==> config.mk <==
export PLATFORM = sky130hd
export DESIGN_NAME = piso_stream
export DESIGN_NICKNAME = d
export VERILOG_FILES = /design/src/rtl/piso_stream.sv
export SDC_FILE = /design/constraint.sdc
export NUM_CORES = 1
export LEC_CHECK = 0
export BUFFER_PORTS_ARGS = -buffer_cell sky130_fd_sc_hd__buf_2
export CORE_MARGIN = 5
export CORE_UTILIZATION = 45
export CTS_CLUSTER_DIAMETER = 100
export CTS_CLUSTER_SIZE = 8
export DETAILED_ROUTE_END_ITERATION = 8
export GPL_TIMING_DRIVEN = 0
export PLACE_DENSITY = 0.7
export SETUP_SLACK_MARGIN = 0.15
export SLEW_MARGIN = 10
export SYNTH_ARGS = -nofsm -noshare
export SYNTH_HDL_FRONTEND = slang
export SYNTH_SLANG_ARGS = --single-unit
==> constraint.sdc <==
create_clock -name clk -period 4.7 [get_ports clk]
set_input_delay 0 -clock clk [delete_from_list [all_inputs] [get_ports clk]]
set_output_delay 0 -clock clk [all_outputs]
set_load 0.1 [all_outputs]
==> src/rtl/piso_stream.sv <==
// piso_stream: parallel-in/serial-out converter with valid/ready on both sides
module piso_stream #(
  parameter int WIDTH     = 8,
  parameter bit LSB_FIRST = 1'b0
) (
  input  logic             clk,
  input  logic             rst_n,
  input  logic [WIDTH-1:0] par_data,
  input  logic             par_valid,
  output logic             par_ready,
  output logic             ser_data,
  output logic             ser_valid,
  input  logic             ser_ready,
  output logic             ser_last,
  output logic             busy
);
  localparam int CW = $clog2(WIDTH);
  typedef enum logic {IDLE, SHIFT} state_t;
  state_t state, state_nxt;
  logic [WIDTH-1:0] shreg, shreg_nxt;
  logic [CW-1:0] cnt, cnt_nxt;
  logic s_fire, p_fire;
  always_ff @(posedge clk or negedge rst_n)
    if (!rst_n) begin
      state <= IDLE;
      shreg <= '0;
      cnt   <= '0;
    end else begin
      state <= state_nxt;
      shreg <= shreg_nxt;
      cnt   <= cnt_nxt;
    end
  always_comb begin
    ser_valid = state == SHIFT;
    busy      = ser_valid;
    ser_data  = ser_valid & (LSB_FIRST ? shreg[0] : shreg[WIDTH-1]);
    ser_last  = ser_valid & (cnt == CW'(WIDTH - 1));
    s_fire    = ser_valid & ser_ready;
    par_ready = (state == IDLE) | (s_fire & ser_last);
    p_fire    = par_valid & par_ready;
    state_nxt = state;
    shreg_nxt = shreg;
    cnt_nxt   = cnt;
    if (p_fire) begin
      state_nxt = SHIFT;
      shreg_nxt = par_data;
      cnt_nxt   = '0;
    end else if (s_fire & ~ser_last) begin
      shreg_nxt = LSB_FIRST ? shreg >> 1 : shreg << 1;
      cnt_nxt   = cnt + 1'b1;
    end else if (s_fire) begin
      state_nxt = IDLE;
      cnt_nxt   = '0;
    end
  end
endmodule

==> flow_metrics.env <==
export IMPL_endpoint_kind="output pin"
export IMPL_final_cells=105
export IMPL_syn_to_final_growth_pct=37.5
export IMPL_yosys_cell_count_top_type="dfrtp_1"
export IMPL_seqPwrFrac=0.389
export IMPL_slowest_stage="buf_2"
export IMPL_grt_pass1_wl_um=2440
export IMPL_wl_per_cell_um=13.2
export IMPL_initial_core_util=0.477
export IMPL_drtIter0Drc=16
export IMPL_required_ps=4700
export IMPL_rsz0062_at_grt="false"
export IMPL_crit_family="buffers and inverters"
export IMPL_synthFlopType="dfrtp_1"
export IMPL_syn_area_um2=628
export IMPL_power_frac_comb=0.411
export IMPL_place_area_um2=727
export IMPL_drive_gt1_frac=0.278
export IMPL_setup_viol=0
export IMPL_antenna_cells=0
export IMPL_hp_class="input port to asynchronous set/reset pin"
export IMPL_worst_pin_slew_ps=518
export IMPL_fillers=112
export IMPL_total_power_uw=412
export IMPL_port_buffer_count=16
export IMPL_io_pins=17
export IMPL_arrival_ps=1750
export IMPL_start_kind="register"
export IMPL_htree_levels=1
export IMPL_track_usage=0.157
export IMPL_synth_warnings=0
export IMPL_wirelength_um=1380
export IMPL_setup_tns_final_ps=0
export IMPL_yosys_area_top_type_share=0.478
export IMPL_root_buffer="clkbuf_4"
export IMPL_place_hpwl_um=936
export IMPL_drv_cap=0
export IMPL_worstPathCellList="ha_1, ha_1, a21bo_1, buf_6, buf_2"
export IMPL_seq_area_frac_synth=0.478
export IMPL_crit_type="register to output pin"
export IMPL_crit_buf_inv=2
export IMPL_clk_latency_ps=270
export IMPL_maxSlewHeadroom=0.654
export IMPL_status="complete, no violations"
export IMPL_dpl_cell_count=91
export IMPL_netSwitchingPower_uw=165
export IMPL_yosys_top_cells_area="dfrtp_1 (48%), a32oi_1 (9.8%), a22o_1 (7.0%)"
export IMPL_finalNetCount=105
export IMPL_clock_sinks=12
export IMPL_crit_fanout=10
export IMPL_synthArstFlopShare=1.00
export IMPL_p_clk_frac=0.200
export IMPL_synth_distinct_cells=21
export IMPL_finalHoldViolations=0
export IMPL_syn_inst=60
export IMPL_syn_nets=74
export IMPL_antenna_found_initial=0
export IMPL_syn_area_per_cell_um2=10.5
export IMPL_synth_edf_count=0
export IMPL_vias_per_cell=5.36
export IMPL_ant_nets=0
export IMPL_cts_setup_buffers=0
export IMPL_slew_violations=0
export IMPL_first_pass_iters=4
export IMPL_fmax_mhz=573
export IMPL_p_int_uw=247
export IMPL_fin_crit_sh=0.372
export IMPL_crit_top_cell="ha_1"
export IMPL_max_stage_delay_ps=430
export IMPL_yosys_area_top_type="dfrtp_1"
export IMPL_drc_errors=0
export IMPL_yosys_register_bits=12
export IMPL_switching_share=0.401
export IMPL_synthTopCellsByCount="dfrtp_1 (12), inv_1 (10), a32oi_1 (7), o21ai_0 (7), a22o_1 (5)"
export IMPL_clk_pin_slew_ps=80
export IMPL_die_h_um=47.4
export IMPL_grt_ovfl_total=0
export IMPL_post_route_cell_area_um2=863
export IMPL_regToRegSetupSlack_ps=2990
export IMPL_core_area_um2=1320
export IMPL_dieArea_um2=2240
export IMPL_vias=563
export IMPL_fin_worst_skew_ps=2.11
export IMPL_grt_max_degree=13
export IMPL_fp_dieW_um=47.4
export IMPL_globalplace_congestion=0.659
export IMPL_grt_pass1_vias=557
export IMPL_ff_latch_area_um2=300
export IMPL_min_period_ps=1750
export IMPL_cts_tree="done"
export IMPL_cts_buffers_inserted=3
export IMPL_finish_utilization=0.655
export IMPL_cts_buffer_depth=2
export IMPL_leakage_nw=0.423
export IMPL_p_per_area_nw_per_um2=477
export IMPL_peakVddDrop_uv=236
export IMPL_fp_row_count=13
export IMPL_multi_input_area_um2=251
==> per-stage QoR <==
stage / worst slack [ps] / hold slack [ps]
2_1_floorplan: 2730 / -296
3_3_place_gp: 3010 / -105
3_5_place_dp: 2970 / -107
4_1_cts: 2930 / 132
5_1_grt: 2770 / 162
6_report: 2950 / 130
==> cell families after synthesis <==
group           synth area share
simple gates              0.0657
fa+ha+maj                 0.0398
compound gates             0.277
mux                       0.0179
buf+inv                    0.122
flops                      0.478
==> worst register-to-register path, stage by stage (launching register included) <==
cell      delay (ps)
dfrtp_1          410
ha_1             210
ha_1             220
nand2b_1         150
a22oi_1          410
o21ai_0          170
==> placed cells by master (no fill, tap or decap) <==
master	synthesis	routed
dlygate4sd3_1	0	10
dfrtp_1	12	12
a211oi_1	1	1
and3b_1	1	1
o21ai_0	7	7
a22oi_1	1	1
clkbuf_4	0	3
clkbuf_8	0	1
nor2_1	1	1
nand2_1	1	1
a22o_1	5	5
a21bo_1	1	1
and2_1	2	2
nand2b_1	1	1
a31o_1	1	1
clkbuf_1	1	1
buf_6	2	2
mux2_2	1	1
nor2b_1	1	1
buf_2	1	17
a32oi_1	7	7
buf_4	1	1
inv_1	10	10
ha_1	2	2
==> worst paths after layout <==
kind,start,end,depth (start not counted)
max reg2reg,cnt[0],shreg[4],5
max,cnt[0],par_ready,5
min,rst_n,cnt[1],2
min in group clk,ser_ready,busy,4
min reg2reg,shreg[4],shreg[5],2
max in group asynchronous,rst_n,shreg[2],2
==> layer usage <==
metal  global-route usage  routed length (µm)  up-vias
met5                    0                   0        -
met4               0.0829                  17        0
met3               0.0383                  71        4
met2                0.227                 622       17
met1                0.214                 670      265
li1                     -                   -      277
==> flip-flops by register name, summed over array words and instances, names as in the netlist <==
register / count
shreg: 8
cnt: 3
busy: 1
==> timing repair <==
action / CTS / global route
resized for setup: 0 / 0
hold buffers: 10 / 0
setup endpoints to repair: 0 / 0
hold endpoints to repair: 21 / 0
==> power by group through the flow <==
| stage | Clock, mW | Combinational, mW | Sequential (mW) |
|---|---|---|---|
| finish | 0.0824 | 0.169 | 0.160 |
| floorplan | 0 | 0.130 | 0.160 |
| global route | 0.0904 | 0.187 | 0.165 |
| CTS | 0.0842 | 0.170 | 0.159 |
| detailed placement | 0 | 0.164 | 0.160 |
| global placement | 0 | 0.160 | 0.158 |
==> final cells by class <==
type | instances | share of cell area
sequential | 12 | 0.348
multi-input combinational | 33 | 0.291
timing repair buffer | 26 | 0.209
buffer | 5 | 0.0449
inverter | 10 | 0.0435
clock buffer | 4 | 0.0420
tap | 15 | 0.0217
No activity file was read; power rests on OpenSTA's default activity.
